### src/rtl/keypad_entry_pkg.sv
// Shared definitions for the keypad entry path: key codes, display modes,
// scanner state encoding and the row/column to key-code map.
package keypad_entry_pkg;

  localparam int unsigned NUM_DIGITS = 8;

  localparam logic [3:0] KEY_A    = 4'd10;
  localparam logic [3:0] KEY_B    = 4'd11;
  localparam logic [3:0] KEY_C    = 4'd12;
  localparam logic [3:0] KEY_D    = 4'd13;
  localparam logic [3:0] KEY_STAR = 4'd14;
  localparam logic [3:0] KEY_HASH = 4'd15;

  localparam logic [5:0] BLANK_DIGIT = 6'd63;

  localparam logic [1:0] MODE_OFF    = 2'b00;
  localparam logic [1:0] MODE_FLOW   = 2'b01;
  localparam logic [1:0] MODE_VIP    = 2'b10;
  localparam logic [1:0] MODE_STATIC = 2'b11;

  typedef enum logic [1:0] {
    ST_SCAN      = 2'd0,
    ST_DEB_PRESS = 2'd1,
    ST_HELD      = 2'd2
  } scan_state_t;

  // Physical keypad layout: row 0 is the top row, column 0 the left column.
  function automatic logic [3:0] key_decode(input logic [1:0] row, input logic [1:0] col);
    logic [3:0] code;
    code = 4'd0;
    case ({row, col})
      4'b00_00: code = 4'd1;
      4'b00_01: code = 4'd2;
      4'b00_10: code = 4'd3;
      4'b00_11: code = KEY_A;
      4'b01_00: code = 4'd4;
      4'b01_01: code = 4'd5;
      4'b01_10: code = 4'd6;
      4'b01_11: code = KEY_B;
      4'b10_00: code = 4'd7;
      4'b10_01: code = 4'd8;
      4'b10_10: code = 4'd9;
      4'b10_11: code = KEY_C;
      4'b11_00: code = KEY_STAR;
      4'b11_01: code = 4'd0;
      4'b11_10: code = KEY_HASH;
      default:  code = KEY_D;
    endcase
    return code;
  endfunction

endpackage

### src/rtl/keypad_entry_scan.sv
// Keypad column scanner with tick-based press/release debounce; emits one
// key_valid pulse per debounced press.
module keypad_scan
  import keypad_entry_pkg::*;
#(
  parameter int unsigned SCAN_DIV     = 100000,
  parameter int unsigned DEBOUNCE_CNT = 20
) (
  input  logic       clk,
  input  logic       rst,
  input  logic [3:0] row_in,
  output logic [3:0] col_out,
  output logic       key_valid,
  output logic [3:0] key_code
);

  localparam int unsigned TICK_W = (SCAN_DIV > 1) ? $clog2(SCAN_DIV) : 1;
  localparam int unsigned DEB_W  = $clog2(DEBOUNCE_CNT + 1);

  logic [TICK_W-1:0] tick_cnt;
  logic              tick_c;

  scan_state_t       state, state_n;
  logic [3:0]        col_n;
  logic [1:0]        lat_row, lat_row_n;
  logic [1:0]        lat_col, lat_col_n;
  logic [DEB_W-1:0]  deb_cnt, deb_n;
  logic              valid_n;
  logic [3:0]        code_n;
  logic [1:0]        low_row_c;
  logic [1:0]        col_idx_c;
  logic [3:0]        col_rot_c;

  assign tick_c = (tick_cnt == TICK_W'(SCAN_DIV - 1));

  always_ff @(posedge clk) begin
    if (rst) begin
      tick_cnt <= '0;
    end else if (tick_c) begin
      tick_cnt <= '0;
    end else begin
      tick_cnt <= tick_cnt + TICK_W'(1);
    end
  end

  // Lowest-index low row wins when several keys share the driven column.
  always_comb begin
    low_row_c = 2'd3;
    if (!row_in[0])      low_row_c = 2'd0;
    else if (!row_in[1]) low_row_c = 2'd1;
    else if (!row_in[2]) low_row_c = 2'd2;
  end

  always_comb begin
    col_idx_c = 2'd0;
    case (col_out)
      4'b1101: col_idx_c = 2'd1;
      4'b1011: col_idx_c = 2'd2;
      4'b0111: col_idx_c = 2'd3;
      default: col_idx_c = 2'd0;
    endcase
  end

  assign col_rot_c = {col_out[2:0], col_out[3]};

  always_ff @(posedge clk) begin
    if (rst) begin
      state     <= ST_SCAN;
      col_out   <= 4'b1110;
      lat_row   <= 2'd0;
      lat_col   <= 2'd0;
      deb_cnt   <= '0;
      key_valid <= 1'b0;
      key_code  <= 4'd0;
    end else begin
      state     <= state_n;
      col_out   <= col_n;
      lat_row   <= lat_row_n;
      lat_col   <= lat_col_n;
      deb_cnt   <= deb_n;
      key_valid <= valid_n;
      key_code  <= code_n;
    end
  end

  always_comb begin
    state_n   = state;
    col_n     = col_out;
    lat_row_n = lat_row;
    lat_col_n = lat_col;
    deb_n     = deb_cnt;
    valid_n   = 1'b0;
    code_n    = key_code;
    case (state)
      ST_SCAN: begin
        if (tick_c) begin
          if (row_in == 4'hF) begin
            col_n = col_rot_c;
          end else begin
            lat_row_n = low_row_c;
            lat_col_n = col_idx_c;
            deb_n     = '0;
            state_n   = ST_DEB_PRESS;
          end
        end
      end
      ST_DEB_PRESS: begin
        if (tick_c) begin
          if (!row_in[lat_row]) begin
            if (deb_cnt == DEB_W'(DEBOUNCE_CNT - 1)) begin
              deb_n   = '0;
              valid_n = 1'b1;
              code_n  = key_decode(lat_row, lat_col);
              state_n = ST_HELD;
            end else begin
              deb_n = deb_cnt + DEB_W'(1);
            end
          end else begin
            // Bounce: drop the candidate and carry on from the next column.
            deb_n   = '0;
            col_n   = col_rot_c;
            state_n = ST_SCAN;
          end
        end
      end
      ST_HELD: begin
        if (tick_c) begin
          if (row_in == 4'hF) begin
            if (deb_cnt == DEB_W'(DEBOUNCE_CNT - 1)) begin
              deb_n   = '0;
              state_n = ST_SCAN;
            end else begin
              deb_n = deb_cnt + DEB_W'(1);
            end
          end else begin
            deb_n = '0;
          end
        end
      end
      default: begin
        deb_n   = '0;
        state_n = ST_SCAN;
      end
    endcase
  end

endmodule

### src/rtl/keypad_entry.sv
// Keypad entry top: debounced key scanner feeding an 8-digit entry buffer,
// entry commit on '#', and the display mode register driven by A..D.
module keypad_entry
  import keypad_entry_pkg::*;
#(
  parameter int unsigned SCAN_DIV     = 100000,
  parameter int unsigned DEBOUNCE_CNT = 20
) (
  input  logic        clk,
  input  logic        rst,
  input  logic [3:0]  row_in,
  output logic [3:0]  col_out,
  output logic        key_valid,
  output logic [3:0]  key_code,
  output logic [5:0]  d7,
  output logic [5:0]  d6,
  output logic [5:0]  d5,
  output logic [5:0]  d4,
  output logic [5:0]  d3,
  output logic [5:0]  d2,
  output logic [5:0]  d1,
  output logic [5:0]  d0,
  output logic        entry_valid,
  output logic [31:0] entry_value,
  output logic [1:0]  mode
);

  logic [5:0]  dig [NUM_DIGITS];
  logic [3:0]  count;
  logic [31:0] entry_value_c;

  keypad_scan #(
    .SCAN_DIV     (SCAN_DIV),
    .DEBOUNCE_CNT (DEBOUNCE_CNT)
  ) u_scan (
    .clk       (clk),
    .rst       (rst),
    .row_in    (row_in),
    .col_out   (col_out),
    .key_valid (key_valid),
    .key_code  (key_code)
  );

  // Blank positions read back as zero in the committed BCD value.
  always_comb begin
    entry_value_c = '0;
    for (int i = 0; i < NUM_DIGITS; i++) begin
      entry_value_c[4*i +: 4] = (dig[i] == BLANK_DIGIT) ? 4'd0 : dig[i][3:0];
    end
  end

  always_ff @(posedge clk) begin
    if (rst) begin
      for (int i = 0; i < NUM_DIGITS; i++) dig[i] <= BLANK_DIGIT;
      count       <= 4'd0;
      entry_valid <= 1'b0;
      entry_value <= '0;
      mode        <= MODE_OFF;
    end else begin
      entry_valid <= 1'b0;
      if (key_valid) begin
        if (key_code <= 4'd9) begin
          if (count < 4'(NUM_DIGITS)) begin
            for (int i = NUM_DIGITS - 1; i > 0; i--) dig[i] <= dig[i-1];
            dig[0] <= {2'b00, key_code};
            count  <= count + 4'd1;
          end
        end else begin
          case (key_code)
            KEY_STAR: begin
              if (count != 4'd0) begin
                for (int i = 0; i < NUM_DIGITS - 1; i++) dig[i] <= dig[i+1];
                dig[NUM_DIGITS-1] <= BLANK_DIGIT;
                count <= count - 4'd1;
              end
            end
            KEY_HASH: begin
              if (count != 4'd0) begin
                entry_valid <= 1'b1;
                entry_value <= entry_value_c;
                for (int i = 0; i < NUM_DIGITS; i++) dig[i] <= BLANK_DIGIT;
                count <= 4'd0;
              end
            end
            KEY_A:   mode <= MODE_FLOW;
            KEY_B:   mode <= MODE_VIP;
            KEY_C:   mode <= MODE_STATIC;
            KEY_D:   mode <= MODE_OFF;
            default: ;
          endcase
        end
      end
    end
  end

  assign d0 = dig[0];
  assign d1 = dig[1];
  assign d2 = dig[2];
  assign d3 = dig[3];
  assign d4 = dig[4];
  assign d5 = dig[5];
  assign d6 = dig[6];
  assign d7 = dig[7];

endmodule

### config.mk
export PLATFORM = sky130hd
export DESIGN_NAME = keypad_entry
export DESIGN_NICKNAME = d
export VERILOG_FILES = /design/src/rtl/keypad_entry_pkg.sv /design/src/rtl/keypad_entry_scan.sv /design/src/rtl/keypad_entry.sv
export SDC_FILE = /design/constraint.sdc
export NUM_CORES = 1
export LEC_CHECK = 0
export ABC_CLOCK_PERIOD_IN_PS = 2200
export CAP_MARGIN = 15
export CORE_ASPECT_RATIO = 0.7
export CORE_MARGIN = 2
export CORE_UTILIZATION = 40
export DETAILED_ROUTE_END_ITERATION = 6
export GPL_TIMING_DRIVEN = 0
export PLACE_DENSITY = 0.66
export SLEW_MARGIN = 20
export SYNTH_ARGS = -nofsm -noshare
export SYNTH_HDL_FRONTEND = slang
export SYNTH_SLANG_ARGS = --single-unit
export TNS_END_PERCENT = 30
### constraint.sdc
create_clock -name clk -period 2.2 [get_ports clk]
set_clock_uncertainty 0.05 [all_clocks]
set_input_delay 0.44 -clock clk [delete_from_list [all_inputs] [get_ports clk]]
set_output_delay 0.44 -clock clk [all_outputs]
set_load 0.02 [all_outputs]
* Yosys cells after proc, flatten, opt, wreduce, memory -nomap -nowiden
Memories as Yosys holds them, arrays and structs flattened. A register that Yosys moved wholly into a read port is not among the register bits.
Index checks and enable logic that the tools add are counted.
Widths: inputs -> output; s select.
** Cells by class
- Add/sub/neg operators :: 4
- Order comparisons :: 3
- Equal/unequal tests :: 34
- Muxes and demuxes :: 85
- Bitwise operators :: 29
- Reductions and logical operators :: 15
** Operators by type and width (count)
- $mux 6 :: 24
- $mux 4 :: 16
- $eq 6x6->1 const B :: 8
- $eq 4x4->1 const B :: 9
- $mux 5 :: 7
- $or 1x1->1 :: 24
- $mux 1 :: 21
- $mux 2 :: 10
- $add 17x1->17 const B :: 1
- $eq 17x17->1 const B :: 1
- $ne 2x1->1 const B :: 8
- $pmux 4 s2 :: 2
- $pmux 5 s3 :: 1
- $pmux 2 s3 :: 2
- $reduce_and 4->1 :: 3
- $reduce_and 5->1 :: 2
- $pmux 2 s4 :: 1
- $reduce_bool 4->1 :: 2
- $reduce_and 7->1 :: 1
- $ne 3x3->1 const B :: 2
- $reduce_and 3->1 :: 2
- $add 5x1->5 const B :: 1
- $eq 5x5->1 const B :: 1
- $not 1->1 :: 5
- other kinds (16) :: 16
** Word-level totals
- Bits in registers :: 72
- Memory bits (writable) :: 48
- Bits in read-only memories :: 64
- Bits of input ports :: 6
- Output and inout port bits :: 92
- Logic and storage cells :: 183
- Memories :: 2
** Memory list
- (no name shown) :: depth 16, bits a word 4, rd ports 1, clocked after memory_dff 1, wr ports 0, RTL line keypad_entry_pkg.sv:31 : case ({row, col})
- dig :: depth 8, bits a word 6, rd ports 8, clocked after memory_dff 0, wr ports 8, RTL line keypad_entry.sv:28 : logic [5:0] dig [NUM_DIGITS];

* Depth between registers and ports, before layout
- Depth after elaboration :: 9
- Gate-level depth with buffers :: 9
- Depth with buffers taken out :: 7

* Cells and area by module
A second synthesis with hierarchy kept.
** Unflattened totals
- Cells, all modules :: 528
- Area, all modules :: 5796.8 um^2
** Modules (own cells, without submodules)
- keypad_entry :: times used 1, cells an instance 307, area an instance 3822.4 um^2, sequential area each 2102.0 um^2
- keypad_scan :: times used 1, cells an instance 221, area an instance 1974.4 um^2, sequential area each 740.7 um^2

* Worst setup path after synthesis
Ideal clock, no wire load.
- Path type :: register -> register
- From :: register u_scan.key_code[1]
- To :: memory dig[1][4], in the netlist dig[0][10] (enable)
- Setup time :: 434 ps
- Arrival time :: 1729 ps
- Data required time :: 1716 ps
- Slack :: -13 ps
- Cell stages (with the launch flop) :: 6
- Buffers on the path :: 2
- Clock period less this slack :: 2213 ps
- Path through :: dfxtp_1 -> buf_2 -> o21ai_2 -> nand3b_1 -> clkbuf_1 -> nand3_1
** RTL lines
- start, declared :: RTL line keypad_entry_scan.sv:14 : output logic [3:0] key_code
- end, declared :: RTL line keypad_entry.sv:28

==> flow_summary.ini <==
[logic_synthesis]
post_synth_instance_area_sq_um = 5500
synthesis.nets = 549
netlist-cell-type-count = 60
ys_dominant_reg_cell = sky130_fd_sc_hd__dfxtp_1
synth_simple_gate_area_share_pct = 18.7
post_synth_fa_ha_maj_area_fraction_pct = 2.96
sequential_fraction_of_the_synthesis_area_pct = 51.7
synth_compound_gate_area_share_pct = 16.0
synth_edf_count = 36
synth_top_family_by_area = simple AND/OR/NAND/NOR gates
synth_area_per_cell_sq_um = 10.4
synth_warnings = 0
multiplexer_share_of_the_synthesized_area_pct = 4.73
synth-async-reset-ratio_pct = 0
number_of_storage_elements_in_the_synthesis_netlist = 124
synthesis.instances = 530
synth-xor-area-share_pct = 3.18

[floorplan]
design.core.area_sq_um = 13300
initial_core_util_pct = 41.3
floorplan.die.height_um = 102
floorplan.rows = 35
top_level_ports = 98
die_width_um = 144
die_area_sq_um = 14700

[grt]
grt.met1_usage_pct = 30.2
global_route_hottest_layer = met1
globalRouteMet3Util_pct = 4.59
first_pass_grt_wire_length_um = 22500
first_global_vias = 4251
gr-total-overflow = 0
grt_max_degree = 19
initial_antenna_violation_count = 0
global_route.usage.total_pct = 20.1
grt.met2_usage_pct = 28.5

[timing]
max_slew_margin_pct = 62.1
post-route-min-period_ns = 2.14
slew_violations = 0
pin_slew_with_the_least_headroom_to_its_limit_ns = 0.567
setup_viol = 0
share_of_the_cycle_needed_by_the_critical_path_after_routing_pct = 97.1
achievable_clock_frequency_ghz = 0.468
setup_total_negative_slack_ns = 0
final_hold_viol_count = 0
finalHoldWorstSlack_ns = 0.429
rsz0062_at_grt = yes

[power]
power_switching_share_pct = 24.5
static-leakage-power_nw = 2.67
power.net_switching_mw = 1.35
share_seq_of_total_power_pct = 44.7
combinationalPowerShare_pct = 5.5
highest_ir_drop_seen_on_vdd_mv = 0.547
part_of_the_total_power_dissipated_in_the_clock_network_pct = 49.8
p_int_mw = 4.16
power-per-cell-area_nw_per_um2 = 733

[clock_network]
clk_pin_slew_worst_paths_ns = 0.06
clock_tree.buffer_depth = 2
insertion_delay_ns = 0.42
numClockSinks = 124
numCtsBuffers = 17
h-tree-depth = 4
root_buffer = sky130_fd_sc_hd__clkbuf_16
cts_tree = built

[status]
run_status = finished, final reports clean

[route]
detail_route.first_pass.iterations = 6
drc_errors = 0
num_vias = 4594
via_per_inst = 5.43
drt_iter0_drc = 369
totalWireLength_um = 14800
antenna_left = 0
drt-wirelength-per-cell_um = 17.5

[final_layout]
num-nets-final = 667
layout_common_cells = sky130_fd_sc_hd__clkdlybuf4s50_1 (97), sky130_fd_sc_hd__dfxtp_1 (86), sky130_fd_sc_hd__nand2_1 (69)
antenna-diode-count = 0
final.fill_count = 1161
mostFrequentLayoutCell = sky130_fd_sc_hd__clkdlybuf4s50_1
synth_to_final_area_change_pct = 36.6
final_layout_size_suffix_gt1_share_pct = 15.0

[placed_design]
detailed_place_hpwl_um = 10600
port-buffer-count = 97
routability_congestion_estimate_from_global_placement = 0.887

[setup_path]
setup.worst_path.end_class = flop
crit_fanout = 10
critical_path.startpoint_type = primary input
timing.critical_path.arrival_ns = 2.18
criticalPathCategory = in2reg
worst-endpoint-required_ns = 2.24

[hold_path]
hold_path.class = reg2reg

[flow_run]
max_cap_viol_count = 0
[layer usage]
metal,up-vias,part of all wire (%)
li1,2207,-
met1,2222,50
met2,142,43
met3,23,5.6
met4,0,1.3
met5,-,0
[through the flow]
step | std cells | power, mW | setup slack, ns | cell area, sq um | utilization, %
final | 846 | 5.51 | 0.0638 | 7510 | 56.4
after global routing | 846 | 5.66 | -0.0131 | 7510 | 56.4
after CTS | 844 | 5.50 | -0.0439 | 7340 | 55.2
after detailed placement | 812 | 2.78 | -0.898 | 6710 | 50.4
after global placement | 812 | 2.77 | -0.816 | 6710 | 50.4
after floorplan | 530 | 2.64 | 0.158 | 5510 | -
[repair_timing]
| item | CTS | global route |
|---|---|---|
| cloned | 0 | 0 |
| hold buffers | 0 | 0 |
| resized for setup | 17 | 42 |
| endpoints found under the setup margin | 92 | 131 |
| buffers inserted | 0 | 3 |
| pin swaps | 0 | 3 |
[cells by family (layout without fill, tap and decap cells)]
kind of cell             Yosys count  after routing
AND/OR/NAND/NOR                  202            202
flip-flops                       124            124
AO/OA/AOI/OAI                    111            111
buffers and inverters             36            167
multiplexers                      24             24
XOR/XNOR                          20             20
adder cells (fa/ha/maj)           13             13
[synth_stat cells (4+ instances only)]
cell type                  count  share of area (%)
sky130_fd_sc_hd__xor2_1       11                1.8
sky130_fd_sc_hd__nor3b_2       4               0.91
sky130_fd_sc_hd__mux2_2        5                1.0
sky130_fd_sc_hd__mux2i_1      17                3.1
sky130_fd_sc_hd__nand2_1      70                4.8
sky130_fd_sc_hd__a22o_1       33                5.3
sky130_fd_sc_hd__o21ai_0      13                1.2
sky130_fd_sc_hd__xnor2_1       9                1.4
sky130_fd_sc_hd__o21a_1        9                1.2
sky130_fd_sc_hd__nand3_1      16                1.5
sky130_fd_sc_hd__ha_1         13                3.0
sky130_fd_sc_hd__nor3_1        4               0.36
sky130_fd_sc_hd__o22a_1       18                2.9
sky130_fd_sc_hd__or3_1         8               0.91
sky130_fd_sc_hd__clkbuf_1     20                1.4
sky130_fd_sc_hd__a221oi_1     13                2.1
sky130_fd_sc_hd__and3_1        9                1.0
sky130_fd_sc_hd__nand4_1      13                1.5
sky130_fd_sc_hd__nor2_1       52                3.5
sky130_fd_sc_hd__a21oi_1       8               0.73
sky130_fd_sc_hd__inv_1        12               0.82
sky130_fd_sc_hd__edfxtp_1     36                 20
sky130_fd_sc_hd__dfxtp_1      88                 32
sky130_fd_sc_hd__nand2b_1      5               0.57
[final timing paths]
kind / start / end / slack, ns / cells after the start
worst max register to register: u_scan.tick_cnt[0] / u_scan.state[1] / 0.07 / 6
worst min-delay path: entry_value[28] / entry_value[28] / 0.43 / 1
worst max-delay path: rst / dig[0][5] / 0.06 / 5
worst min register to register: entry_value[28] / entry_value[28] / 0.43 / 1
[registers in the layout, indices dropped and copies added (netlist names), 2 cells and up]
signal and flops:
u_scan.tick_cnt 17, mode 2, u_scan.state 2, u_scan.key_code 4, u_scan.col_out 4, dig 48, u_scan.deb_cnt 5, u_scan.lat_row 2
u_scan.lat_col 2, count 4, entry_value 32
[worst max-delay path, cell delays in order]
cell	delay [ns]
sky130_fd_sc_hd__clkdlybuf4s50_1	0.58
sky130_fd_sc_hd__inv_1	0.17
sky130_fd_sc_hd__clkbuf_2	0.27
sky130_fd_sc_hd__clkbuf_2	0.38
sky130_fd_sc_hd__nand3_1	0.32
[layout make-up]
type                    instances  area [sq um]  area share (%)
plain buffers                  23           119            1.58
clock buffers                  18           450            6.00
clock inverters                14           130            1.73
inverters                      12          45.0           0.600
multi-input cells             370          2700            35.9
flip-flops and latches        124          2850            37.9
well taps                     185           231            3.08
repair buffers                100           993            13.2
[power groups by stage]
stage	logic (mW)	registers [mW]	clock network, mW
finish	0.305	2.46	2.74
global placement	0.270	2.50	0
detailed placement	0.275	2.50	0
floorplan	0.119	2.52	0
CTS	0.279	2.45	2.77
global route	0.327	2.47	2.86
(Power assumes the default switching activity.)
==> edit, RTL diff (config.mk and constraints unchanged) <==
The 3 states of `scan_state_t` get a one-hot encoding in 3 bits.
--- a/src/rtl/keypad_entry_pkg.sv
+++ b/src/rtl/keypad_entry_pkg.sv
@@ -18,10 +18,10 @@
   localparam logic [1:0] MODE_VIP    = 2'b10;
   localparam logic [1:0] MODE_STATIC = 2'b11;
 
-  typedef enum logic [1:0] {
-    ST_SCAN      = 2'd0,
-    ST_DEB_PRESS = 2'd1,
-    ST_HELD      = 2'd2
+  typedef enum logic [2:0] {
+    ST_SCAN      = 3'b001,
+    ST_DEB_PRESS = 3'b010,
+    ST_HELD      = 3'b100
   } scan_state_t;
 
   // Physical keypad layout: row 0 is the top row, column 0 the left column.
Function: no difference found for any inputs over 10 cycles, from zero or initial values and one cycle with rst high; not proved beyond that.
==> edit against the original RTL <==
Die area down 0.30%. Final area down 1.3%. Setup slack worse by 0.026 ns. Core utilization down 0.54 points. Sequential share of layout area up 0.74 points. Synthesized cell count down 3.4%. Sequential cell count up 1. Area after synthesis down 0.32%. Fmax down 1.2%. Routed wire length down 0.24%. First-iteration DRC count up 22%. Critical endpoint is now u_scan.col_out[0]$_SDFFE_PP0P_. Highest routed layer unchanged.
Power is not compared: it rests on default switching activity, and its combinational part moved more than twofold at a synthesized area within 25%.
==> edit: results (changes against the original RTL) <==
POST-PLACE-CELLS=793  # -2.3%
ROUTED_WIRE_LENGTH_PER_INSTANCE_MICRONS=17.8  # +1.4%
PORT_BUFFERS=96  # -1.0%
MAX_TRANSITION_MARGIN_PCT=62.6  # +0.54 points
INSTANCES_NO_FILL=832  # -1.7%
LAYOUT.NETS=650  # -2.5%
YOSYS.CELL_TYPES.COUNT=54  # -10%
SYNTH.CELLS.MOST_FREQUENT='89 x sky130_fd_sc_hd__dfxtp_1, 46 x sky130_fd_sc_hd__nor2_1, 36 x sky130_fd_sc_hd__edfxtp_1'
GRT_UTIL_MET3_PCT=5.72  # +1.1 points
TIMING.CRITICAL_PATH.FANOUT_MAX=8  # -2
GRT_START_MAX_NET_PINS=17  # -2
FIRST_GLOBAL_VIAS=4347  # +2.3%
LAYOUT-DRIVE-GT1-SHARE_PCT=14.7  # -0.29 points
CRITPATHSLOWESTCELL='sky130_fd_sc_hd__clkdlybuf4s50_1'
WL_MET2_MICRONS=6510  # +2.1%
SYN_INST=512  # -3.4%
DRT-VIAS-PER-INSTANCE=5.60  # +3.1%
GLOBALROUTEMET1UTIL_PCT=29.4  # -0.78 points
PLACE_WORST_SETUP_SLACK_NS=-0.424  # +0.474 ns
R2R-START='count[0]$_SDFFE_PP0P_'
GRT.MET2_USAGE_PCT=31.0  # +2.5 points
POSTSYNTHNETCOUNT=528  # -3.8%
GRT_MOST_USED_LAYER='met2'
YOSYS-TOP-CELLS-AREA='sky130_fd_sc_hd__dfxtp_1 32%, sky130_fd_sc_hd__edfxtp_1 20%, sky130_fd_sc_hd__a22o_1 5.1%, sky130_fd_sc_hd__o22a_1 4.3%, sky130_fd_sc_hd__nor2_1 3.1%'
MAX_STAGE_DELAY_NS=0.54  # -0.04 ns
POST_DP_CELL_AREA_SQ_UM=6680  # -0.48%
ROUTEDLENGTHMET1_MICRONS=7060  # -4.6%
FINALWEIGHTEDCONGESTION=0.832  # -6.2%
TRACK_USAGE_PCT=20.8  # +0.65 points
CRIT_PATH_START='row_in[1]'
ARRIVAL_NS=2.39  # +0.21 ns
HOLD_PATH.CLASS='in2reg'
PLACE_HPWL_MICRONS=10500  # -0.27%
RUN_STATUS='finished, final reports clean'
SYNTH_SEQ_AREA_SHARE_PCT=52.2  # +0.53 points
WIRE_LENGTH_OF_THE_FIRST_GLOBAL_ROUTING_PASS_MICRONS=23500  # +4.5%
HOLD_START='rst'
-- edit: cell count changes in the layout (fill, tap and decap cells not counted), moves of 7 or more --
cell,change
sky130_fd_sc_hd__a21oi_1,+7
sky130_fd_sc_hd__a221oi_2,-8
sky130_fd_sc_hd__and4_1,+8
sky130_fd_sc_hd__nand2_1,-40
sky130_fd_sc_hd__o21ai_0,+13
sky130_fd_sc_hd__o22a_1,+9
sky130_fd_sc_hd__o22ai_1,+13
-- edit: cell type report --
class,instances,area (sq um),share of cell area [%]
tap,185,231,3.12
inverter,8,30.0,0.405
clock inverter,13,140,1.89
sequential,125,2860,38.6
clock buffer,19,454,6.12
buffer,26,133,1.79
multi-input combinational,354,2560,34.5
timing repair buffer,102,1010,13.6
-- edit: worst paths after layout --
| path | to | slack [ns] | cells past startpoint |
|---|---|---|---|
| max | u_scan.col_out[0]$_SDFFE_PP0P_ | 0.04 | 7 |
| min | count[3]$_SDFFE_PP0P_ | 0.29 | 2 |
| max reg2reg | dig[1][19]$_SDFFCE_PP1P_ | 0.06 | 7 |
| min reg2reg | entry_value[25]$_SDFFE_PP0P_ | 0.43 | 1 |
-- edit: where the power goes --
group	internal (W)	total [W]	switching, W
Combinational	0.0000464	0.000125	0.0000786
Sequential	0.00238	0.00240	0.0000204
Clock	0.00174	0.00279	0.00106
-- edit: per-stage QoR --
stage | total power [W] | hold WS, ns | TNS, ns
final | 0.00532 | 0.291 | 0
after global routing | 0.00547 | 0.310 | -0.253
after detailed placement | 0.00256 | 0.412 | -23.51
after global placement | 0.00256 | 0.392 | -16.92
after CTS | 0.00535 | 0.261 | -0.0250
after floorplan | 0.00251 | 0.380 | 0
-- edit: cell families after synthesis --
| kind of cell | after synthesis | synth area share [%] |
|---|---|---|
| fa+ha+maj | 10 | 2.28 |
| buf+inv | 34 | 2.69 |
| mux | 16 | 3.45 |
| simple gates | 163 | 16.6 |
| flops | 125 | 52.2 |
| compound gates | 144 | 19.5 |
| xor+xnor | 20 | 3.19 |
-- edit: what timing repair did --
item	4_1_cts	5_1_grt
gates resized for setup	11	15
hold buffers	0	0
gates cloned	1	0
setup buffers	3	3
pin swaps	3	5
endpoints found under the setup margin	102	124
-- edit: worst register-to-register path, stage by stage (launching register included) --
cell and delay [ns]:
sky130_fd_sc_hd__dfxtp_1 0.37, sky130_fd_sc_hd__inv_1 0.10, sky130_fd_sc_hd__ha_1 0.21, sky130_fd_sc_hd__nor3b_4 0.17, sky130_fd_sc_hd__nor4_4 0.31, sky130_fd_sc_hd__a211o_1 0.21
sky130_fd_sc_hd__buf_6 0.17, sky130_fd_sc_hd__or2_4 0.24
